[src/rtl/uart_tx_serializer.sv]
// uart_tx_serializer: 16550-style transmit stage fed by baud_gen.
// One edge of the baud square wave `br` marks each bit period. A byte written into the
// transmit holding register (THR) is moved to the shift register (TSR) on a bit tick and
// sent LSB first with optional parity and one or two stop bits.
//
// Ports:
//   clk        system clock (same as baud_gen)
//   rst_n      asynchronous active-low reset
//   br         baud square wave, one period per bit
//   wr_en      single-cycle THR write strobe
//   wdata      byte to transmit
//   wls        word length: 00=5 .. 11=8 data bits
//   stb        0 = 1 stop bit, 1 = 2 stop bits
//   pen        parity enable
//   eps        1 = even parity, 0 = odd parity
//   brk        forces tx low while set; the frame keeps running underneath
//   tx         serial line, idle high
//   thr_empty  THR can accept a write
//   tsr_empty  THR empty and transmitter idle
module uart_tx_serializer #(
   parameter bit BR_RISE = 1'b1
) (
   input  logic       clk,
   input  logic       rst_n,
   input  logic       br,
   input  logic       wr_en,
   input  logic [7:0] wdata,
   input  logic [1:0] wls,
   input  logic       stb,
   input  logic       pen,
   input  logic       eps,
   input  logic       brk,
   output logic       tx,
   output logic       thr_empty,
   output logic       tsr_empty
);

   localparam logic [2:0] StIdle   = 3'd0;
   localparam logic [2:0] StStart  = 3'd1;
   localparam logic [2:0] StData   = 3'd2;
   localparam logic [2:0] StParity = 3'd3;
   localparam logic [2:0] StStop   = 3'd4;

   logic       br_q;
   logic [2:0] state_q, state_d;
   logic [7:0] thr_q, thr_d;
   logic       thr_empty_q, thr_empty_d;
   logic [7:0] tsr_q, tsr_d;
   logic       tx_q, tx_d;
   logic [3:0] bit_cnt_q, bit_cnt_d;
   logic       stop_cnt_q, stop_cnt_d;
   logic       par_q, par_d;
   logic [1:0] wls_q, wls_d;
   logic       stb_q, stb_d;
   logic       pen_q, pen_d;
   logic       eps_q, eps_d;
   logic       tsr_empty_q, tsr_empty_d;

   logic       tick;
   logic       stop_done;
   logic       load;
   logic [3:0] n_bits;

   assign tick   = BR_RISE ? (br & ~br_q) : (~br & br_q);
   assign n_bits = 4'd5 + {2'b00, wls_q};

   // STOP is finished unless a second stop bit is still owed
   assign stop_done = ~(stb_q & ~stop_cnt_q);
   assign load      = tick & ~thr_empty_q &
                      ((state_q == StIdle) | ((state_q == StStop) & stop_done));

   always_comb begin
      state_d     = state_q;
      thr_d       = thr_q;
      thr_empty_d = thr_empty_q;
      tsr_d       = tsr_q;
      tx_d        = tx_q;
      bit_cnt_d   = bit_cnt_q;
      stop_cnt_d  = stop_cnt_q;
      par_d       = par_q;
      wls_d       = wls_q;
      stb_d       = stb_q;
      pen_d       = pen_q;
      eps_d       = eps_q;

      // A write needs thr_empty=1 and a load needs thr_empty=0, so they never collide;
      // a write in the load cycle is dropped because it sees the pre-edge full THR.
      if (wr_en && thr_empty_q) begin
         thr_d       = wdata;
         thr_empty_d = 1'b0;
      end

      if (load) begin
         tsr_d       = thr_q;
         thr_empty_d = 1'b1;
         wls_d       = wls;
         stb_d       = stb;
         pen_d       = pen;
         eps_d       = eps;
         tx_d        = 1'b0;
         bit_cnt_d   = 4'd0;
         stop_cnt_d  = 1'b0;
         state_d     = StStart;
      end else if (tick) begin
         case (state_q)
            StIdle: begin
               tx_d = 1'b1;
            end
            StStart: begin
               tx_d      = tsr_q[0];
               tsr_d     = {1'b0, tsr_q[7:1]};
               bit_cnt_d = 4'd1;
               par_d     = tsr_q[0];
               state_d   = StData;
            end
            StData: begin
               if (bit_cnt_q < n_bits) begin
                  tx_d      = tsr_q[0];
                  tsr_d     = {1'b0, tsr_q[7:1]};
                  par_d     = par_q ^ tsr_q[0];
                  bit_cnt_d = bit_cnt_q + 4'd1;
               end else if (pen_q) begin
                  tx_d    = eps_q ? par_q : ~par_q;
                  state_d = StParity;
               end else begin
                  tx_d       = 1'b1;
                  stop_cnt_d = 1'b0;
                  state_d    = StStop;
               end
            end
            StParity: begin
               tx_d       = 1'b1;
               stop_cnt_d = 1'b0;
               state_d    = StStop;
            end
            StStop: begin
               if (!stop_done) begin
                  stop_cnt_d = 1'b1;
               end else begin
                  state_d = StIdle;
               end
            end
            default: begin
               tx_d    = 1'b1;
               state_d = StIdle;
            end
         endcase
      end

      tsr_empty_d = thr_empty_d & (state_d == StIdle);
   end

   always_ff @(posedge clk or negedge rst_n) begin
      if (!rst_n) begin
         br_q        <= BR_RISE;
         state_q     <= StIdle;
         thr_q       <= 8'h00;
         thr_empty_q <= 1'b1;
         tsr_q       <= 8'h00;
         tx_q        <= 1'b1;
         bit_cnt_q   <= 4'd0;
         stop_cnt_q  <= 1'b0;
         par_q       <= 1'b0;
         wls_q       <= 2'b00;
         stb_q       <= 1'b0;
         pen_q       <= 1'b0;
         eps_q       <= 1'b0;
         tsr_empty_q <= 1'b1;
      end else begin
         br_q        <= br;
         state_q     <= state_d;
         thr_q       <= thr_d;
         thr_empty_q <= thr_empty_d;
         tsr_q       <= tsr_d;
         tx_q        <= tx_d;
         bit_cnt_q   <= bit_cnt_d;
         stop_cnt_q  <= stop_cnt_d;
         par_q       <= par_d;
         wls_q       <= wls_d;
         stb_q       <= stb_d;
         pen_q       <= pen_d;
         eps_q       <= eps_d;
         tsr_empty_q <= tsr_empty_d;
      end
   end

   assign tx        = tx_q & ~brk;
   assign thr_empty = thr_empty_q;
   assign tsr_empty = tsr_empty_q;

endmodule

[config.mk]
export PLATFORM = sky130hd
export DESIGN_NAME = uart_tx_serializer
export DESIGN_NICKNAME = d
export VERILOG_FILES = /design/src/rtl/uart_tx_serializer.sv
export SDC_FILE = /design/constraint.sdc
export NUM_CORES = 1
export LEC_CHECK = 0
export ABC_AREA = 1
export CAP_MARGIN = 20
export CORE_MARGIN = 2
export CORE_UTILIZATION = 57
export DETAILED_ROUTE_END_ITERATION = 12
export PLACE_DENSITY = 0.86
export SLEW_MARGIN = 20
export SYNTH_ARGS = -nofsm -noshare
export SYNTH_HDL_FRONTEND = slang
export SYNTH_SLANG_ARGS = --single-unit
[constraint.sdc]
create_clock -name clk -period 3.35 [get_ports clk]
set_input_delay 0.5025 -clock clk [delete_from_list [all_inputs] [get_ports clk]]
set_output_delay 0.5025 -clock clk [all_outputs]
set_load 0.05 [all_outputs]
# Yosys cells after proc, flatten, opt, wreduce, memory -nomap -nowiden
# Index checks and enable logic that the tools add are counted.
[classes] add_sub_neg=2 n_mul=0 n_div=0 order_cmp=1 n_eq_ne=10 shift=0 mux=30 n_bitwise=16 n_reduce_logical=11
[op_table] cell="2-to-1 mux 8 bit" count=3
[op_table] cell="case mux 8 bit (2 select lines)" count=1
[op_table] cell="2-to-1 mux 3 bit" count=5
[op_table] cell="case mux 3 bit (5 select lines)" count=1
[op_table] cell="2-to-1 mux 1 bit" count=13
[op_table] cell="2-to-1 mux 4 bit" count=3
[op_table] cell="!= test 3 bit, second input constant" count=3
[op_table] cell="case mux 4 bit (2 select lines)" count=1
[op_table] cell="AND 1 bit" count=7
[op_table] cell="inverter 1 bit" count=7
[op_table] cell="== test 3 x 2 -> 1 bit, second input constant" count=2
[op_table] cell="logical NOT 3 bit" count=2
[op_table] cell="case mux 1 bit (3 select lines)" count=2
[op_table] cell="AND reduction 5 bit" count=1
[op_table] cell="adder 3 x 2 -> 4 bit, first input constant" count=1
[op_table] cell="adder 4 x 1 -> 4 bit, second input constant" count=1
[op_table] cell="< comparator 4 bit" count=1
[op_table] cell="!= test 2 bit, second input constant" count=2
[op_table] cell="AND reduction 4 bit" count=1
[op_table] cell="nonzero test 2 bit" count=2
[op_table] cell="nonzero test 4 bit" count=1
[op_table] cell="== test 3 x 1 -> 1 bit, second input constant" count=1
[op_table] cell="== test 3 bit, second input constant" count=1
[op_table] cell="!= test 3 x 2 -> 1 bit, second input constant" count=1
[op_table] cell="other kinds (7)" count=7
[word_totals] reg_bits=34 latch_bits=0 mem_bits_rw=0 mem_bits_ro=0 inputBits=18 elab_cells=84 memories=0

# Logic depth before layout (Yosys ltp)
# Gate-level depths: netlist of run 1.
[logic_depth] depth_word=9 mapped_depth=13 depth_no_buf=12

# Worst setup path before layout of run 1
# OpenSTA, ideal clock, no wires.
[synth_timing] path_type="register -> register" startpoint="register wls_q[0]" endpoint="register bit_cnt_q[2]" setup_ps=117 arrival_ps=1619 t_required_ps=3233 path_slack_ps=1614 path_stages_with_launch=11 n_path_buf=1 cell_sequence="dfrtp_1 ha_1 inv_1 ha_1 a21oi_1 nand3_4 nand2_4 nand2_4 buf_6 nand3_1 nand2_1"
[synth_via] elab_chain_cells=4
[synth_lines] item="start: declaration" line_no="53" source="logic [1:0] wls_q, wls_d;"
[synth_lines] item="start signal: assignment" line_no="179" source="wls_q <= wls_d;"
[synth_lines] item="adder 3 x 2 -> 4 bit" line_no="65" source="assign n_bits = 4'd5 + {2'b00, wls_q};"
[synth_lines] item="< comparator 4 bit" line_no="117" source="if (bit_cnt_q < n_bits) begin"
[synth_lines] item="!= test 3 bit (no source line)"
[synth_lines] item="AND reduction 3 bit (no source line)"
[synth_lines] item="end signal: assignment" line_no="176" source="bit_cnt_q <= bit_cnt_d;"
[synth_lines] item="end: declaration" line_no="50" source="logic [3:0] bit_cnt_q, bit_cnt_d;"
# No other way between the ends.
# A chain may end at the register's enable or synchronous reset.

# Worst setup path in the final report of run 1
[layout_timing] startpoint="register tx_q" endpoint="output port tx"
[layout_via] elab_chain_cells=1
[layout_lines] item="start: declaration" line_no="49" source="logic tx_q, tx_d;"
[layout_lines] item="start signal: assignment" line_no="175" source="tx_q <= tx_d;"
[layout_lines] item="AND 1 bit" line_no="187" source="assign tx = tx_q & ~brk;"
[layout_lines] item="end: declaration" line_no="33" source="output logic tx,"
# No other way between the ends.

==> flow_summary.html, run 1 <==
<table>
<tr><th>Metric</th><th>Value</th></tr>
<tr><th colspan="2">Power</th></tr>
<tr><td>Total Power</td><td>1.67 mW</td></tr>
<tr><td>Leakage</td><td>1.09 nW</td></tr>
<tr><td>Total power density per cell area</td><td>784 mW/mm2</td></tr>
<tr><td>VDD IR-drop max</td><td>484 uV</td></tr>
<tr><th colspan="2">Global route</th></tr>
<tr><td>Number of global-route vias before repair</td><td>1349</td></tr>
<tr><td>Largest net degree at the start of global routing</td><td>35</td></tr>
<tr><td>Overflow left after global routing</td><td>0</td></tr>
<tr><td>Overall track demand over capacity in global routing</td><td>20.9%</td></tr>
<tr><td>First-pass GRT wire length</td><td>5.59 mm</td></tr>
<tr><td>Antenna violations before repair</td><td>0</td></tr>
<tr><th colspan="2">Die</th></tr>
<tr><td>Initial core utilization</td><td>60.2%</td></tr>
<tr><td>Die width</td><td>60.8 um</td></tr>
<tr><td>Height of the chip</td><td>60.8 um</td></tr>
<tr><td>Area enclosed by the die boundary</td><td>0.00370 mm2</td></tr>
<tr><td>I/O pin count</td><td>21</td></tr>
<tr><td># rows</td><td>20</td></tr>
<tr><td>Placeable core region</td><td>0.00305 mm2</td></tr>
<tr><th colspan="2">Route</th></tr>
<tr><td>Via Count</td><td>1435</td></tr>
<tr><td>Routed WL</td><td>3.35 mm</td></tr>
<tr><td>Post-route DRC violation count</td><td>0</td></tr>
<tr><td>Wire length per cell after detailed routing</td><td>11.8 um</td></tr>
<tr><td>Count of nets left with antenna violations after detail routing</td><td>0</td></tr>
<tr><td>First-pass detailed-route iteration total</td><td>4</td></tr>
<tr><td>Drt first-iter violations</td><td>60</td></tr>
<tr><td>Number of vias per cell after detailed routing</td><td>5.05</td></tr>
<tr><th colspan="2">Cells and area</th></tr>
<tr><td>Nets</td><td>262</td></tr>
<tr><td>Non-filler instance count after layout</td><td>284</td></tr>
<tr><td>Number of antenna cells inserted</td><td>0</td></tr>
<tr><td>Fraction of final layout cells sized beyond drive strength 1</td><td>14.2%</td></tr>
<tr><td>Syn-to-layout area delta</td><td>15.8%</td></tr>
<tr><td>Count of filler cells inserted in the layout</td><td>251</td></tr>
<tr><th colspan="2">Clock tree</th></tr>
<tr><td>Maximum number of buffers from clock root to sink</td><td>2</td></tr>
<tr><td>Cts repair resizes</td><td>0</td></tr>
<tr><td>Hold buffers post-CTS</td><td>0</td></tr>
<tr><td>Reg clk slew, reported paths</td><td>0.11 ns</td></tr>
<tr><td>Clock root buffer</td><td>sky130_fd_sc_hd__clkbuf_4</td></tr>
<tr><td>Clock tree from TritonCTS</td><td>done</td></tr>
<tr><td>CTS Buf Count</td><td>5</td></tr>
<tr><td>Sink Count</td><td>34</td></tr>
<tr><td>H-tree Lvls</td><td>2</td></tr>
<tr><td>Worst skew pair latency</td><td>0.35 ns</td></tr>
<tr><td>Post-CTS Setup Bufs</td><td>0</td></tr>
<tr><th colspan="2">Timing</th></tr>
<tr><td>Max frequency</td><td>0.434 GHz</td></tr>
<tr><td>Final Critical Period</td><td>2.30 ns</td></tr>
<tr><td>Hold slack</td><td>0.492 ns</td></tr>
<tr><td>Slew HR</td><td>67.3%</td></tr>
<tr><td>Final number of max-transition violations</td><td>0</td></tr>
<tr><td>Final period utilization</td><td>68.7%</td></tr>
<tr><td>RSZ-0062 raised after global routing</td><td>false</td></tr>
<tr><td>Number of setup violations in the final report</td><td>0</td></tr>
<tr><td>Final number of hold-violating endpoints</td><td>0</td></tr>
<tr><td>Slew at the pin closest to its max-slew limit</td><td>0.489 ns</td></tr>
<tr><td>Setup skew after layout</td><td>0.00941 ns</td></tr>
<tr><td>Total Neg Setup Slack</td><td>0 ns</td></tr>
<tr><th colspan="2">Critical path</th></tr>
<tr><td>Worst setup path startpoint</td><td>tx_q</td></tr>
<tr><td>Endpoint of the worst register-to-register path</td><td>tsr_q[3]</td></tr>
<tr><td>Worst-case reg-to-reg path depth</td><td>10</td></tr>
<tr><td>Worst Path Class, Setup</td><td>reg -&gt; out</td></tr>
<tr><td>Termination of the worst setup path</td><td>tx</td></tr>
<tr><td>Max Fanout on Critical Path</td><td>2</td></tr>
<tr><td>Worst-case register-to-register setup slack</td><td>1.38 ns</td></tr>
<tr><td>Kind of capture point of the worst setup path</td><td>output pin</td></tr>
<tr><td>Source of the worst register-to-register timing path</td><td>wls_q[0]</td></tr>
<tr><td>Worst path required time</td><td>2.85 ns</td></tr>
<tr><td>Startpoint types</td><td>flop</td></tr>
<tr><td>Arrival @ worst endpoint</td><td>1.80 ns</td></tr>
<tr><th colspan="2">Synthesis</th></tr>
<tr><td>Cells after Synth</td><td>217</td></tr>
<tr><td>Synth Warn #</td><td>0</td></tr>
<tr><td>Distinct cells, synth</td><td>30</td></tr>
<tr><td>Summed instance area of the synthesized netlist</td><td>0.00184 mm2</td></tr>
<tr><td>Nets in the synthesized netlist</td><td>240</td></tr>
<tr><td>Post-synthesis register bit count</td><td>34</td></tr>
<tr><td>Synthesized area per cell</td><td>8.48 um2</td></tr>
<tr><td>Register area share after synthesis</td><td>46.5%</td></tr>
<tr><th colspan="2">Placement</th></tr>
<tr><td>Number of instances in the placed design</td><td>276</td></tr>
<tr><td>Placed wire-length estimate after detailed placement</td><td>2.31 mm</td></tr>
<tr><td># port buffers</td><td>20</td></tr>
<tr><td>Weighted congestion at the end of routability-driven global placement</td><td>0.855</td></tr>
<tr><th colspan="2">Job</th></tr>
<tr><td>Max Cap Viol</td><td>0</td></tr>
<tr><th colspan="2">Status</th></tr>
<tr><td>Run status</td><td>completed</td></tr>
<tr><th colspan="2">Worst hold path</th></tr>
<tr><td>Min-delay worst type</td><td>reg -&gt; reg</td></tr>
</table>
[cell families after synthesis]
group	share of synthesized area [%]
adder cells (fa/ha/maj)	3.40
AND/OR/NAND/NOR	30.1
multiplexers	2.45
buffers and inverters	8.44
XOR/XNOR	1.43
AO/OA/AOI/OAI	7.62
flip-flops	46.5
[per-stage QoR]
step / utilization, % / instance area, um2 / setup WS (ns)
4_1_cts: 69.8 / 2130 / 1.04
5_1_grt: 69.8 / 2130 / 0.991
3_5_place_dp: 67.0 / 2050 / 1.04
6_report: 69.8 / 2130 / 1.05
3_3_place_gp: 67.0 / 2050 / 1.06
2_1_floorplan: - / 1840 / 1.61
[state kept, by name, summed over array words and instances, names as in the netlist]
| register | cells |
|---|---|
| thr_q | 8 |
| tsr_q | 8 |
| bit_cnt_q | 4 |
| state_q | 3 |
| wls_q | 2 |
| br_q | 1 |
| eps_q | 1 |
| par_q | 1 |
| pen_q | 1 |
| stb_q | 1 |
| stop_cnt_q | 1 |
| thr_empty | 1 |
| tsr_empty | 1 |
| tx_q | 1 |
[layout by cell type (no fill, tap or decap)]
master / Yosys / routed
sky130_fd_sc_hd__a21boi_1: 1 / 1
sky130_fd_sc_hd__a21oi_1: 9 / 9
sky130_fd_sc_hd__a31oi_1: 1 / 1
sky130_fd_sc_hd__buf_4: 1 / 1
sky130_fd_sc_hd__bufinv_16: 0 / 1
sky130_fd_sc_hd__clkbuf_4: 0 / 5
sky130_fd_sc_hd__clkdlybuf4s50_1: 0 / 20
sky130_fd_sc_hd__clkinvlp_4: 0 / 2
sky130_fd_sc_hd__dfrtp_1: 30 / 30
sky130_fd_sc_hd__dfstp_2: 4 / 4
sky130_fd_sc_hd__ha_1: 5 / 5
sky130_fd_sc_hd__inv_1: 21 / 21
sky130_fd_sc_hd__inv_2: 4 / 4
sky130_fd_sc_hd__inv_4: 1 / 1
sky130_fd_sc_hd__mux2_2: 4 / 4
sky130_fd_sc_hd__nand2_1: 70 / 70
sky130_fd_sc_hd__nand2_2: 2 / 2
sky130_fd_sc_hd__nand2_4: 3 / 3
sky130_fd_sc_hd__nand3_1: 17 / 17
sky130_fd_sc_hd__nand3_4: 2 / 2
sky130_fd_sc_hd__nand3b_1: 1 / 1
sky130_fd_sc_hd__nand4_1: 1 / 1
sky130_fd_sc_hd__nor2_1: 13 / 13
sky130_fd_sc_hd__nor2_4: 2 / 2
sky130_fd_sc_hd__nor2_8: 2 / 2
sky130_fd_sc_hd__o211ai_1: 1 / 1
sky130_fd_sc_hd__o21ai_0: 4 / 4
sky130_fd_sc_hd__o21ai_1: 9 / 9
sky130_fd_sc_hd__o21ai_2: 1 / 1
sky130_fd_sc_hd__xnor2_1: 1 / 1
sky130_fd_sc_hd__xor2_1: 2 / 2
[power breakdown]
part | leakage (nW) | internal [mW] | switching [mW]
clock network | 0.0374 | 0.156 | 0.149
logic | 0.632 | 0.258 | 0.395
registers | 0.416 | 0.589 | 0.121
total | 1.09 | 1.00 | 0.666
[cell type report]
class	count	area [um2]	share of cell area (%)
clock inverter	3	45.0	2.12
tap	44	55.1	2.59
timing repair buffer	21	208	9.75
inverter	26	100	4.70
sequential	34	856	40.2
clock buffer	5	37.5	1.76
multi-input combinational	151	828	38.9
[how the worst min path moves through the flow]
stage	from	to	slack [ns]	cells past startpoint
2_1_floorplan	rst_n	bit_cnt_q[0]	0.21	0
3_3_place_gp	thr_q[7]	tsr_q[7]	0.45	2
3_5_place_dp	thr_q[7]	tsr_q[7]	0.47	2
4_1_cts	tx_q	tx_q	0.49	2
5_1_grt	tx_q	tx_q	0.51	2
6_report	thr_q[7]	tsr_q[7]	0.49	2
[per-layer routing]
layer / track usage, % / wire, um / part of all wire, %
met5: 0 / 0 / 0
met4: 11.8 / 70 / 2.1
met3: 4.69 / 169 / 5.0
met2: 34.4 / 1630 / 48
met1: 25.4 / 1490 / 44
[cell usage after synthesis]
cell                        n  area [um2]
sky130_fd_sc_hd__buf_4      1        7.51
sky130_fd_sc_hd__nand2_2    2        12.5
sky130_fd_sc_hd__a21oi_1    9        45.0
sky130_fd_sc_hd__o21ai_2    1        8.76
sky130_fd_sc_hd__xnor2_1    1        8.76
sky130_fd_sc_hd__nand3_4    2        35.0
sky130_fd_sc_hd__buf_2      2        10.0
sky130_fd_sc_hd__ha_1       5        62.6
sky130_fd_sc_hd__a21boi_1   1        7.51
sky130_fd_sc_hd__dfrtp_1   30         751
sky130_fd_sc_hd__buf_8      1        15.0
sky130_fd_sc_hd__o21ai_1    9        45.0
sky130_fd_sc_hd__inv_2      4        15.0
sky130_fd_sc_hd__nor2_1    13        48.8
sky130_fd_sc_hd__nand3b_1   1        7.51
sky130_fd_sc_hd__inv_4      1        6.26
sky130_fd_sc_hd__dfstp_2    4         105
sky130_fd_sc_hd__nor2_8     2        40.0
sky130_fd_sc_hd__nand2_4    3        33.8
sky130_fd_sc_hd__xor2_1     2        17.5
sky130_fd_sc_hd__nor2_4     2        22.5
sky130_fd_sc_hd__a31oi_1    1        6.26
sky130_fd_sc_hd__buf_6      2        22.5
sky130_fd_sc_hd__o211ai_1   1        7.51
sky130_fd_sc_hd__nand2_1   70         263
sky130_fd_sc_hd__nand3_1   17        85.1
sky130_fd_sc_hd__inv_1     21        78.8
sky130_fd_sc_hd__o21ai_0    4        20.0
sky130_fd_sc_hd__nand4_1    1        6.26
sky130_fd_sc_hd__mux2_2     4        45.0
[worst max-delay path, cell delays in order, from the launching register on]
cell and delay [ns]:
sky130_fd_sc_hd__dfstp_2 0.55, sky130_fd_sc_hd__inv_1 0.04, sky130_fd_sc_hd__nor2_1 0.07, sky130_fd_sc_hd__clkdlybuf4s50_1 0.80
(Power assumes the default switching activity.)
==> run 2, diff against run 1 <==
--- a/config.mk
+++ b/config.mk
@@ -8,9 +8,9 @@
 export ABC_AREA = 1
 export CAP_MARGIN = 20
 export CORE_MARGIN = 2
-export CORE_UTILIZATION = 57
+export CORE_UTILIZATION = 55
 export DETAILED_ROUTE_END_ITERATION = 12
-export PLACE_DENSITY = 0.86
+export PLACE_DENSITY = 0.83
 export SLEW_MARGIN = 20
 export SYNTH_ARGS = -nofsm -noshare
 export SYNTH_HDL_FRONTEND = slang
==> constraint.sdc (replaced) <==
create_clock -name clk -period 2.36 [get_ports clk]
set_input_delay 0.354 -clock clk [delete_from_list [all_inputs] [get_ports clk]]
set_output_delay 0.354 -clock clk [all_outputs]
set_load 0.05 [all_outputs]
==> run 2 against run 1 <==
Routed wire length decreased by 3.6%. First-iteration DRC count shrank 12%. Register-to-register slack worse by 0.95 ns. Worst hold slack lost 0.078 ns. Cell count is the same. Combinational power rose by 42%. Flip-flop and latch count unchanged. Clock-buffer cell count rose by 3. Via count down 0.77%. Clock skew decreased by 0.0027 ns.
==> flow_summary.html, run 2 (synthesized netlist as in run 1, its figures left out) <==
<table>
<tr><th>Metric</th><th>Value</th></tr>
<tr><th colspan="2">Timing</th></tr>
<tr><td>Slew at the pin closest to its max-slew limit</td><td>0.491 ns</td></tr>
<tr><td>Final number of max-transition violations</td><td>0</td></tr>
<tr><td>Total Neg Setup Slack</td><td>0 ns</td></tr>
<tr><td>Setup skew after layout</td><td>0.00669 ns</td></tr>
<tr><td>Slew HR</td><td>67.2%</td></tr>
<tr><td>Final Critical Period</td><td>2.13 ns</td></tr>
<tr><td>Final period utilization</td><td>90.4%</td></tr>
<tr><td>Max frequency</td><td>0.469 GHz</td></tr>
<tr><td>RSZ-0062 raised after global routing</td><td>false</td></tr>
<tr><td>Final number of hold-violating endpoints</td><td>0</td></tr>
<tr><td>Number of setup violations in the final report</td><td>0</td></tr>
<tr><th colspan="2">Clock tree</th></tr>
<tr><td>Maximum number of buffers from clock root to sink</td><td>2</td></tr>
<tr><td>Hold buffers post-CTS</td><td>0</td></tr>
<tr><td>H-tree Lvls</td><td>2</td></tr>
<tr><td>Worst skew pair latency</td><td>0.34 ns</td></tr>
<tr><td>Cts repair resizes</td><td>0</td></tr>
<tr><td>Clock tree from TritonCTS</td><td>done</td></tr>
<tr><td>Post-CTS Setup Bufs</td><td>0</td></tr>
<tr><td>Reg clk slew, reported paths</td><td>0.10 ns</td></tr>
<tr><td>Clock root buffer</td><td>sky130_fd_sc_hd__clkbuf_4</td></tr>
<tr><td>Sink Count</td><td>34</td></tr>
<tr><td>CTS Buf Count</td><td>5</td></tr>
<tr><th colspan="2">Global route</th></tr>
<tr><td>First-pass GRT wire length</td><td>5.78 mm</td></tr>
<tr><td>Number of global-route vias before repair</td><td>1341</td></tr>
<tr><td>Overall track demand over capacity in global routing</td><td>20.9%</td></tr>
<tr><td>Overflow left after global routing</td><td>0</td></tr>
<tr><td>Largest net degree at the start of global routing</td><td>35</td></tr>
<tr><td>Antenna violations before repair</td><td>0</td></tr>
<tr><th colspan="2">Cells and area</th></tr>
<tr><td>Nets</td><td>262</td></tr>
<tr><td>Largest registers</td><td>thr_q x8, tsr_q x8, bit_cnt_q x4</td></tr>
<tr><td>Number of antenna cells inserted</td><td>0</td></tr>
<tr><td>Commonest cells after routing, fill and taps aside</td><td>70 x sky130_fd_sc_hd__nand2_1, 30 x sky130_fd_sc_hd__dfrtp_1, 21 x sky130_fd_sc_hd__inv_1</td></tr>
<tr><td>Syn-to-layout area delta</td><td>15.6%</td></tr>
<tr><td>Leading cell type in the layout, fill and taps excluded</td><td>sky130_fd_sc_hd__nand2_1</td></tr>
<tr><td>Non-filler instance count after layout</td><td>284</td></tr>
<tr><td>Fraction of final layout cells sized beyond drive strength 1</td><td>14.2%</td></tr>
<tr><th colspan="2">Die</th></tr>
<tr><td>Placeable core region</td><td>0.00313 mm2</td></tr>
<tr><td>Area enclosed by the die boundary</td><td>0.00382 mm2</td></tr>
<tr><td>Initial core utilization</td><td>58.8%</td></tr>
<tr><td># rows</td><td>20</td></tr>
<tr><td>Height of the chip</td><td>61.8 um</td></tr>
<tr><td>I/O pin count</td><td>21</td></tr>
<tr><td>Die width</td><td>61.8 um</td></tr>
<tr><th colspan="2">Power</th></tr>
<tr><td>VDD IR-drop max</td><td>678 uV</td></tr>
<tr><td>Leakage</td><td>1.09 nW</td></tr>
<tr><td>Total power density per cell area</td><td>1100 mW/mm2</td></tr>
<tr><th colspan="2">Status</th></tr>
<tr><td>Run status</td><td>completed</td></tr>
<tr><th colspan="2">Critical path</th></tr>
<tr><td>Worst path required time</td><td>2.01 ns</td></tr>
<tr><td>Arrival @ worst endpoint</td><td>1.78 ns</td></tr>
<tr><td>Max Fanout on Critical Path</td><td>2</td></tr>
<tr><td>Worst Path Class, Setup</td><td>reg -&gt; out</td></tr>
<tr><td>Startpoint types</td><td>flop</td></tr>
<tr><td>Worst-case reg-to-reg path depth</td><td>10</td></tr>
<tr><td>Worst-case register-to-register setup slack</td><td>0.43 ns</td></tr>
<tr><td>Kind of capture point of the worst setup path</td><td>output pin</td></tr>
<tr><th colspan="2">Route</th></tr>
<tr><td>Routed WL</td><td>3.23 mm</td></tr>
<tr><td>First-pass detailed-route iteration total</td><td>6</td></tr>
<tr><td>Routed met3 length</td><td>124 um</td></tr>
<tr><td>Drt first-iter violations</td><td>53</td></tr>
<tr><td>Metal-1 WL</td><td>1.49 mm</td></tr>
<tr><td>Post-route DRC violation count</td><td>0</td></tr>
<tr><td>Highest routed layer</td><td>met4</td></tr>
<tr><td>Routed wl met2</td><td>1.57 mm</td></tr>
<tr><td>Via Count</td><td>1424</td></tr>
<tr><td>Count of nets left with antenna violations after detail routing</td><td>0</td></tr>
<tr><td>Number of vias per cell after detailed routing</td><td>5.01</td></tr>
<tr><td>Wire length per cell after detailed routing</td><td>11.4 um</td></tr>
<tr><th colspan="2">Placement</th></tr>
<tr><td>Placed wire-length estimate after detailed placement</td><td>2.34 mm</td></tr>
<tr><td>Number of instances in the placed design</td><td>276</td></tr>
<tr><td>Weighted congestion at the end of routability-driven global placement</td><td>0.868</td></tr>
<tr><td># port buffers</td><td>20</td></tr>
<tr><th colspan="2">Job</th></tr>
<tr><td>Max Cap Viol</td><td>0</td></tr>
<tr><th colspan="2">Worst hold path</th></tr>
<tr><td>Min-delay worst type</td><td>in -&gt; async</td></tr>
</table>
## run 2: cell count changes in the layout (fill, tap and decap cells not counted), sizes merged
cell and delta:
clkbuf +3, clkinvlp -2, bufinv -1
## run 2: final timing paths
| kind | startpoint | end |
|---|---|---|
| max | tx_q | tx |
| min | rst_n | thr_q[7] |
| max reg2reg | wls_q[0] | tsr_q[3] |
| min reg2reg | tx_q | tx_q |
| max in group asynchronous | rst_n | thr_empty |
| min in group clk | br | br_q |
## run 2: worst max-delay path, cell delays in order, from the launching register on
cell and delay (ns):
sky130_fd_sc_hd__dfstp_2 0.54, sky130_fd_sc_hd__inv_1 0.03, sky130_fd_sc_hd__nor2_1 0.07, sky130_fd_sc_hd__clkdlybuf4s50_1 0.80
## run 2: per-stage QoR
stage / hold slack [ns] / setup slack (ns) / total power [mW] / area (um2) / utilization, %
2_1_floorplan: 0.0584 / 0.624 / 1.75 / 1840 / -
3_3_place_gp: 0.454 / 0.363 / 1.90 / 2050 / 65.4
3_5_place_dp: 0.471 / 0.360 / 1.95 / 2050 / 65.4
4_1_cts: 0.414 / 0.205 / 2.35 / 2130 / 68.0
5_1_grt: 0.436 / 0.0950 / 2.55 / 2130 / 68.0
6_report: 0.414 / 0.227 / 2.33 / 2130 / 68.0
## run 2: layout make-up
class | instances | area [um2]
clock buffer | 8 | 78.8
fill | 271 | 1000
inverter | 26 | 100
multi-input combinational | 151 | 828
sequential | 34 | 856
tap | 44 | 55.1
timing repair buffer | 21 | 208
## run 2: power by group
| group | switching, mW | internal [mW] | total [mW] |
|---|---|---|---|
| Clock | 0.194 | 0.204 | 0.397 |
| Combinational | 0.558 | 0.366 | 0.925 |
| Sequential | 0.175 | 0.837 | 1.01 |
| Total | 0.927 | 1.41 | 2.33 |
## run 2: routing by layer
layer / track usage (%) / up-vias
met5: 0 / -
met4: 8.51 / 0
met3: 6.63 / 6
met2: 32.6 / 24
met1: 27.1 / 665
li1: - / 729
